## src/rtl/mul_seq_32.sv

```systemverilog
// Sequential unsigned 32x32 -> 64 shift-add multiplier built around a single
// time-multiplexed add_32 instance; valid/ready request and response channels.

module add_32 (
    input  logic [31:0] x,
    input  logic [31:0] y,
    output logic [31:0] sum,
    output logic        c
);
    localparam int unsigned W  = 32;
    localparam int unsigned GW = 4;
    localparam int unsigned NG = W / GW;

    logic [W-1:0]  gen;
    logic [W-1:0]  prop;
    logic [W-1:0]  carry;
    logic [NG-1:0] grp_g;
    logic [NG-1:0] grp_p;
    logic [NG:0]   grp_c;

    // Two-level carry lookahead: 4-bit groups, group carries resolved first,
    // then in-group carries derived from each group's carry-in.
    always_comb begin
        gen   = x & y;
        prop  = x ^ y;
        grp_g = '0;
        grp_p = '1;
        grp_c = '0;
        carry = '0;
        for (int i = 0; i < int'(NG); i++) begin
            for (int k = 0; k < int'(GW); k++) begin
                grp_g[i] = gen[i*GW+k] | (prop[i*GW+k] & grp_g[i]);
                grp_p[i] = grp_p[i] & prop[i*GW+k];
            end
        end
        for (int i = 0; i < int'(NG); i++) begin
            grp_c[i+1] = grp_g[i] | (grp_p[i] & grp_c[i]);
        end
        for (int i = 0; i < int'(NG); i++) begin
            carry[i*GW] = grp_c[i];
            for (int k = 1; k < int'(GW); k++) begin
                carry[i*GW+k] = gen[i*GW+k-1] | (prop[i*GW+k-1] & carry[i*GW+k-1]);
            end
        end
        sum = prop ^ carry;
        c   = grp_c[NG];
    end
endmodule

module mul_seq_32 (
    input  logic        clk,
    input  logic        rst_n,
    input  logic        in_valid,
    output logic        in_ready,
    input  logic [31:0] a,
    input  logic [31:0] b,
    output logic        out_valid,
    input  logic        out_ready,
    output logic [63:0] product,
    output logic        busy
);
    localparam int unsigned W  = 32;
    localparam int unsigned CW = 5;
    localparam logic [CW-1:0] LAST_ITER = CW'(W - 1);

    typedef enum logic [1:0] {
        IDLE = 2'd0,
        CALC = 2'd1,
        DONE = 2'd2
    } state_t;

    state_t        state;
    logic [W-1:0]  mcand;
    logic [W-1:0]  mq;
    logic [W-1:0]  acc_hi;
    logic [CW-1:0] count;

    logic [W-1:0]  addend;
    logic [W-1:0]  add_sum;
    logic          add_c;

    assign addend = mq[0] ? mcand : '0;

    add_32 u_add (
        .x   (acc_hi),
        .y   (addend),
        .sum (add_sum),
        .c   (add_c)
    );

    assign product = {acc_hi, mq};

    // Sequencer; handshake flags are registered alongside the state so they
    // follow the state register only and never see in_valid/out_ready directly.
    always_ff @(posedge clk or negedge rst_n) begin
        if (!rst_n) begin
            state     <= IDLE;
            mcand     <= '0;
            mq        <= '0;
            acc_hi    <= '0;
            count     <= '0;
            in_ready  <= 1'b1;
            out_valid <= 1'b0;
            busy      <= 1'b0;
        end else begin
            case (state)
                IDLE: begin
                    if (in_valid) begin
                        mcand    <= a;
                        mq       <= b;
                        acc_hi   <= '0;
                        count    <= '0;
                        state    <= CALC;
                        in_ready <= 1'b0;
                        busy     <= 1'b1;
                    end
                end
                CALC: begin
                    // The carry out lands in acc_hi[31]; acc_hi + mcand never exceeds 33 bits.
                    acc_hi <= {add_c, add_sum[W-1:1]};
                    mq     <= {add_sum[0], mq[W-1:1]};
                    count  <= count + CW'(1);
                    if (count == LAST_ITER) begin
                        state     <= DONE;
                        out_valid <= 1'b1;
                    end
                end
                DONE: begin
                    if (out_ready) begin
                        state     <= IDLE;
                        out_valid <= 1'b0;
                        busy      <= 1'b0;
                        in_ready  <= 1'b1;
                    end
                end
                default: begin
                    state     <= IDLE;
                    in_ready  <= 1'b1;
                    out_valid <= 1'b0;
                    busy      <= 1'b0;
                end
            endcase
        end
    end
endmodule

```

## config.mk

```make
export PLATFORM = sky130hd
export DESIGN_NAME = mul_seq_32
export DESIGN_NICKNAME = d
export VERILOG_FILES = /design/src/rtl/mul_seq_32.sv
export SDC_FILE = /design/constraint.sdc
export NUM_CORES = 1
export LEC_CHECK = 0
export BUFFER_PORTS_ARGS = -buffer_cell sky130_fd_sc_hd__buf_4
export CAP_MARGIN = 20
export CORE_MARGIN = 2
export CORE_UTILIZATION = 40
export CTS_CLUSTER_SIZE = 40
export DETAILED_ROUTE_END_ITERATION = 10
export GPL_ROUTABILITY_DRIVEN = 1
export PLACE_DENSITY = 0.65
export SLEW_MARGIN = 20
export SYNTH_ARGS = -nofsm -noshare
export SYNTH_HDL_FRONTEND = slang
export SYNTH_SLANG_ARGS = --single-unit
```

## constraint.sdc

```tcl
create_clock -name clk -period 5 [get_ports clk]
set_input_delay 0.25 -clock clk [delete_from_list [all_inputs] [get_ports clk]]
set_output_delay 0.25 -clock clk [all_outputs]
set_load 0.02 [all_outputs]
```

==> results of run 1 <==
==> worst register-to-register path: stages, from the launching register on <==
cell and delay (ns):
dfrtp_1 0.36, and2_1 0.13, ha_1 0.14, inv_1 0.05, fa_1 0.41, fa_1 0.43
fa_1 0.45, nor2b_1 0.13, a41o_1 0.20, o211ai_1 0.16, a2111oi_2 0.40, o21bai_1 0.14
fa_1 0.43, fa_1 0.43, fa_1 0.41, xor2_1 0.16, o21ai_1 0.07
==> where the power goes <==
| group | switching [W] | internal (W) | total, W |
|---|---|---|---|
| Combinational | 0.00160 | 0.00117 | 0.00277 |
| Sequential | 0.000347 | 0.00129 | 0.00164 |
| Clock | 0.000307 | 0.000464 | 0.000772 |
| Total | 0.00225 | 0.00293 | 0.00518 |
==> registers in the layout, indices dropped and copies added (netlist names) <==
name and count:
mcand 32, busy 1, state 2, acc_hi 32, out_valid 1, mq 32, in_ready 1, count 5
==> through the flow <==
step | total power (W) | utilization, % | area (um2) | cells
2_1_floorplan | 0.00351 | - | 5780 | 657
3_3_place_gp | 0.00433 | 49.4 | 6910 | 939
3_5_place_dp | 0.00445 | 49.4 | 6910 | 939
4_1_cts | 0.00525 | 51.7 | 7230 | 954
5_1_grt | 0.00570 | 51.9 | 7260 | 955
6_report | 0.00518 | 51.9 | 7260 | 955
==> cell usage in the layout, fill, tap and decap left out, types with 2 or more instances in the layout <==
cell type | synthesis | routed
inv_1 | 46 | 46
a211o_1 | 2 | 2
clkbuf_1 | 16 | 2
xor2_1 | 7 | 7
clkbuf_16 | 0 | 9
bufinv_16 | 0 | 2
o21ai_1 | 8 | 8
buf_4 | 0 | 138
nor2_1 | 43 | 42
a2111oi_2 | 2 | 2
a31oi_1 | 34 | 34
a21o_1 | 3 | 3
nor2b_1 | 3 | 3
clkbuf_8 | 0 | 2
and3_1 | 2 | 2
nand4_1 | 4 | 4
o21ai_0 | 35 | 35
fa_1 | 24 | 24
and2_1 | 9 | 9
ha_1 | 31 | 31
nand3_1 | 34 | 34
dfrtp_1 | 105 | 105
nand2_1 | 199 | 199
a21oi_1 | 12 | 12
==> kinds of logic after synthesis <==
kind of cell	after synthesis	synth area share (%)
fa+ha+maj	55	15.0
flops	106	45.9
xor+xnor	8	1.21
buf+inv	82	5.58
simple gates	301	21.4
compound gates	105	10.9
==> cell type report <==
cell class                 instances  area (um2)
fill                            1334        6730
clock buffer                      13         260
multi-input combinational        469        2820
clock inverter                     2        60.1
sequential                       106        2650
tap                              180         225
timing repair buffer             139        1060
inverter                          46         173
==> worst min path at each step <==
stage | depth (start not counted) | endpoint | slack (ns) | from
floorplan | 0 | acc_hi[0] | -0.05 | rst_n
global placement | 1 | mq[10] | 0.41 | rst_n
detailed placement | 1 | mq[11] | 0.40 | rst_n
CTS | 1 | mq[9] | 0.02 | rst_n
global route | 1 | mq[12] | 0.06 | rst_n
finish | 1 | mq[11] | 0.003 | rst_n
==> layer usage <==
layer,global-route usage (%),part of all wire [%],up-vias,wire (um)
met4,3.57,0.92,0,126
li1,-,-,2362,-
met1,26.5,47,2287,6500
met2,28.7,46,144,6270
met3,5.64,6.0,10,817
met5,0,0,-,0
==> results.json, run 1 <==
{
  "post_cts_buffers": 0,
  "synth_seq_cells": 106,
  "path_cells": "and2_1 -> ha_1 -> inv_1 -> fa_1 -> fa_1 -> fa_1 -> nor2b_1 -> a41o_1 -> o211ai_1 -> a2111oi_2 -> o21bai_1 -> fa_1 -> fa_1 -> fa_1 -> xor2_1 -> o21ai_1",
  "syn_area_per_cell_um2": 8.80,
  "post-route-worst-setup-slack_ns": 0.356,
  "ioPinCount": 135,
  "relSlewSlack_pct": 44.4,
  "synthCells": 657,
  "drive_above_1_share_pct": 20.8,
  "synth_edf_count": 0,
  "synth_largest_area_cell": "dfrtp_1",
  "post_cts_resized": 0,
  "io_buffer_count": 134,
  "drv_slew": 0,
  "finClkSkew_ns": 0.00730,
  "gp_congestion": 0.843,
  "grtUsageTotal_pct": 18.7,
  "ys_warn_count": 0,
  "worstMarginPinSlew_ns": 0.834,
  "synth_commonest_cells": "nand2_1, dfrtp_1, inv_1, nor2_1, o21ai_0",
  "min_period_ns": 4.64,
  "min_path_type": "in -> async",
  "clock.fmax_mhz": 215,
  "r2r_slack_ns": 0.36,
  "grt_pass1_vias": 4796,
  "nets": 894,
  "antenna_cells": 0,
  "grt_max_degree": 97,
  "cts_tree": "done",
  "totalWireLength_mm": 13.7,
  "crit_family": "adder cells",
  "fin_setup_tns_ns": 0,
  "synth.most_common_cell": "nand2_1",
  "coreArea_um2": 14000,
  "synth_cell_type_count": 38,
  "cts_root_buffer": "clkbuf_16",
  "timing.critical_path.from": "mq[0]",
  "antenna_found_initial": 0,
  "worstSetupEndpointType": "flop",
  "die_h_um": 124,
  "rsz0062_at_grt": "no",
  "synth_area_leaders": "dfrtp_1, nand2_1, fa_1",
  "ir_worst_vdd_mv": 0.301,
  "cts_buffers": 9,
  "dp.final_hpwl_mm": 9.80,
  "rows": 43,
  "clk_latency_ns": 0.35,
  "cts_sinks": 106,
  "ant_nets": 0,
  "endpoint": "acc_hi[30]",
  "synth_nets": 780,
  "ys_async_sr_fraction_pct": 100,
  "leakage_nw": 3.65,
  "ys_seq_area_share_pct": 45.9,
  "path_common_cell": "fa_1",
  "grt_overflow": 0,
  "cp_data_arrival_time_ns": 4.85,
  "via_count": 4803,
  "worst-path-stages": 16,
  "drv_cap": 0,
  "finalSetupViolations": 0,
  "cts.path.max_buffers": 2,
  "worst-r2r-cell-count": 16,
  "timing.rr.end": "acc_hi[30]",
  "finalCritPeriodShare_pct": 92.9,
  "dpl_worst_slack_ns": 0.248,
  "clk_pin_slew_ns": 0.07,
  "hold_viol_final": 0,
  "synthesis.area_um2": 5780,
  "grt_pass1_wl_mm": 23.9,
  "path_class": "reg -> reg",
  "start_util_pct": 41.3,
  "path_max_fanout": 3,
  "power_density_nw_per_um2": 714,
  "vias_per_cell": 5.03,
  "die_w_um": 124,
  "cts_max_level": 3,
  "routedWlPerCell_um": 14.4,
  "first_pass_iters": 5,
  "dieArea_um2": 15400,
  "cts_hold_buf": 0,
  "areaGrowthSynthToFinish_pct": 25.5,
  "outcome": "completed",
  "drcViolationCount": 0,
  "dr.first_iter.drc_count": 296,
  "crit_path_top_delay_cell": "fa_1",
  "r2r-start": "mq[0]",
  "cp.buffers_inverters": 1,
  "holdWs_ns": 0.00259,
  "crit_path_max_incr_delay_ns": 0.45,
  "worstPathRequired_ns": 5.21,
  "start_kind": "flop",
  "synthFlopType": "dfrtp_1",
  "netlist.area_leader.share_pct": 45.5
}
Power figures use the tool's default switching activity.
==> run 2, diff against run 1 <==
- SYNTH_HIERARCHICAL: not set -> 1
==> run 2 against run 1 <==
Against the previous run:
- combinational power down 2%
- critical path depth fell by 1
- worst setup slack lost 0.11 ns
- global-route usage down 1.6 points
- cell count fell by 19%
- area after synthesis down 1.1%
- sequential power up 2%
- sequential cell count unchanged
- power down 1.3%
- via count fell by 16%
- largest power group unchanged
==> results.json, run 2 <==
{
  "synth_edf_count": 0,
  "holdWs_ns": 0.121,
  "cts_buffers": 9,
  "vias_per_cell": 5.17,
  "multi_input_area_um2": 2880,
  "clk_latency_ns": 0.35,
  "crit_path_top_delay_cell": "fa_1",
  "ys_seq_area_share_pct": 46.4,
  "outcome": "completed",
  "synth_area_leaders": "dfrtp_1, fa_1, ha_1",
  "cts_max_level": 3,
  "crit_family": "adder cells",
  "final_common_cell": "buf_4",
  "synthCells": 467,
  "worst-r2r-cell-count": 15,
  "grtUsageTotal_pct": 17.1,
  "path_common_cell": "fa_1",
  "largest_registers": "acc_hi (32), mcand (32), mq (32)",
  "r2r-start": "mq[0]",
  "antenna_found_initial": 0,
  "cts.path.max_buffers": 2,
  "path_max_fanout": 11,
  "combPwrFrac_pct": 53.0,
  "postLayoutCoreUtil_pct": 51.4,
  "power_density_nw_per_um2": 714,
  "fin_setup_tns_ns": 0,
  "min_period_ns": 4.75,
  "register_area_um2": 2650,
  "start_util_pct": 41.0,
  "min_path_cells": 2,
  "filler_cell_count": 1218,
  "cts_sinks": 106,
  "nets": 716,
  "gp_congestion": 0.811,
  "routedWlPerCell_um": 16.2,
  "cts_tree": "done",
  "die_h_um": 124,
  "leakage_nw": 3.64,
  "intPower_w": 0.00306,
  "clk_pin_slew_ns": 0.07,
  "holdPathEnd": "mcand[2]",
  "worstMarginPinSlew_ns": 0.988,
  "io_buffer_count": 134,
  "final_cell_mix": "buf_4, dfrtp_1, nand2_1",
  "seqPwrFrac_pct": 32.8,
  "final_design_area_no_fill_um2": 7160,
  "synth.most_common_cell": "dfrtp_1",
  "path_class": "reg -> reg",
  "cp.buffers_inverters": 1,
  "path_cells": "buf_4 -> and2_1 -> fa_1 -> fa_1 -> fa_1 -> and4_1 -> a2111oi_4 -> nor4_2 -> o31ai_2 -> o21ai_1 -> fa_1 -> fa_1 -> fa_1 -> xor2_1 -> a22o_1",
  "grt_max_degree": 64,
  "cp_data_arrival_time_ns": 4.99,
  "finalSetupViolations": 0,
  "r2r_slack_ns": 0.25,
  "min_path_type": "in -> reg",
  "dp.final_hpwl_mm": 9.11,
  "clkPwrFrac_pct": 14.1,
  "dr.first_iter.drc_count": 171,
  "finClkSkew_ns": 0.00943,
  "hold_viol_final": 0,
  "antenna_cells": 0,
  "ir_worst_vdd_mv": 0.327,
  "rows": 43,
  "synth_nets": 590,
  "grt_pass1_vias": 4065,
  "synthesis.area_um2": 5720,
  "dp_cells": 760,
  "start_kind": "flop",
  "placed_area_um2": 6830,
  "finalCritPeriodShare_pct": 95.1,
  "totalWireLength_mm": 12.6,
  "via_count": 4025,
  "clock.fmax_mhz": 210,
  "grt_overflow": 0,
  "grt_pass1_wl_mm": 20.2,
  "die_w_um": 124,
  "synth_commonest_cells": "dfrtp_1, nand2_1, o21ai_0, a22o_1, mux2i_1",
  "drcViolationCount": 0,
  "rsz0062_at_grt": "no",
  "stdcell_count": 778,
  "drv_cap": 0,
  "synthFlopType": "dfrtp_1",
  "first_pass_iters": 4,
  "dieArea_um2": 15300,
  "worstSetupEndpointType": "flop",
  "worstPathRequired_ns": 5.23,
  "synth_seq_cells": 106,
  "synth_largest_area_cell": "dfrtp_1",
  "ys_warn_count": 6,
  "timing.rr.end": "acc_hi[30]",
  "coreArea_um2": 13900,
  "worstHoldStart": "a[2]",
  "crit_path_max_incr_delay_ns": 0.43,
  "switchingPower_w": 0.00205,
  "worst-path-stages": 15,
  "netSwitchingFraction_pct": 40.1,
  "netlist.area_leader.share_pct": 46.0,
  "drv_slew": 0,
  "synth_cell_type_count": 41,
  "ioPinCount": 135,
  "cts_root_buffer": "clkbuf_16",
  "relSlewSlack_pct": 34.0,
  "ant_nets": 0,
  "areaGrowthSynthToFinish_pct": 25.3,
  "drive_above_1_share_pct": 32.6,
  "ys_async_sr_fraction_pct": 100,
  "syn_area_per_cell_um2": 12.2
}
==> run 2: worst max path at each step <==
stage	endpoint	slack, ns	start
6_report	acc_hi[30]	0.25	mq[0]
5_1_grt	acc_hi[30]	0.04	mq[0]
4_1_cts	acc_hi[30]	0.08	mq[0]
3_5_place_dp	acc_hi[30]	0.10	mq[0]
3_3_place_gp	acc_hi[30]	0.25	mq[0]
2_1_floorplan	acc_hi[30]	0.35	mq[0]
==> run 2: layer usage <==
metal / vias to the layer above / track usage, % / wire length, um
met5: - / 0 / 0
met4: 0 / 6.18 / 165
met3: 11 / 4.06 / 908
met2: 115 / 27.4 / 5880
met1: 1980 / 22.5 / 5680
li1: 1919 / - / -
==> run 2: power by group through the flow <==
stage,clock (W),combinational (W),sequential [W]
after floorplan,0,0.00155,0.00194
after global routing,0.000779,0.00301,0.00176
after global placement,0,0.00262,0.00168
after detailed placement,0,0.00271,0.00170
final,0.000723,0.00271,0.00168
after CTS,0.000744,0.00273,0.00169
==> run 2: final cells by class <==
| class | count | area share (%) |
|---|---|---|
| clock inverters | 5 | 0.734 |
| repair buffers | 142 | 14.9 |
| well taps | 180 | 3.14 |
| flip-flops and latches | 106 | 37.0 |
| clock buffers | 11 | 3.53 |
| multi-input cells | 327 | 40.3 |
| inverters | 7 | 0.367 |
==> run 2: cells by family after synthesis <==
| logic type | share of synthesized area [%] |
|---|---|
| AOI/OAI and AO/OA | 12.9 |
| DFF | 46.4 |
| and+or+nand+nor | 8.45 |
| muxes | 12.3 |
| adders and majority gates | 15.2 |
| buffers and inverters | 3.68 |
| xor gates and xnor gates | 1.07 |
==> run 2: timing repair <==
item / 4_1_cts / 5_1_grt
endpoints found under the hold margin: 4 / 0
setup endpoints to repair: 0 / 3
resized for setup: 0 / 1
hold buffers: 1 / 0
setup buffers: 0 / 1
==> run 2: worst register-to-register path, delay by kind of cell (launching register included) <==
kind                     cells  cell delay [ns]
AO/OA/AOI/OAI                4             0.95
XOR/XNOR                     1             0.17
AND/OR/NAND/NOR              3             0.51
buffers and inverters        1             0.17
adder cells (fa/ha/maj)      6             2.45
flip-flops                   1             0.39
==> run 2: metrics by stage <==
| step | worst slack [ns] | power [W] |
|---|---|---|
| 2_1_floorplan | 0.348 | 0.00349 |
| 3_3_place_gp | 0.250 | 0.00430 |
| 3_5_place_dp | 0.105 | 0.00441 |
| 4_1_cts | 0.0784 | 0.00516 |
| 5_1_grt | 0.0441 | 0.00555 |
| 6_report | 0.246 | 0.00511 |
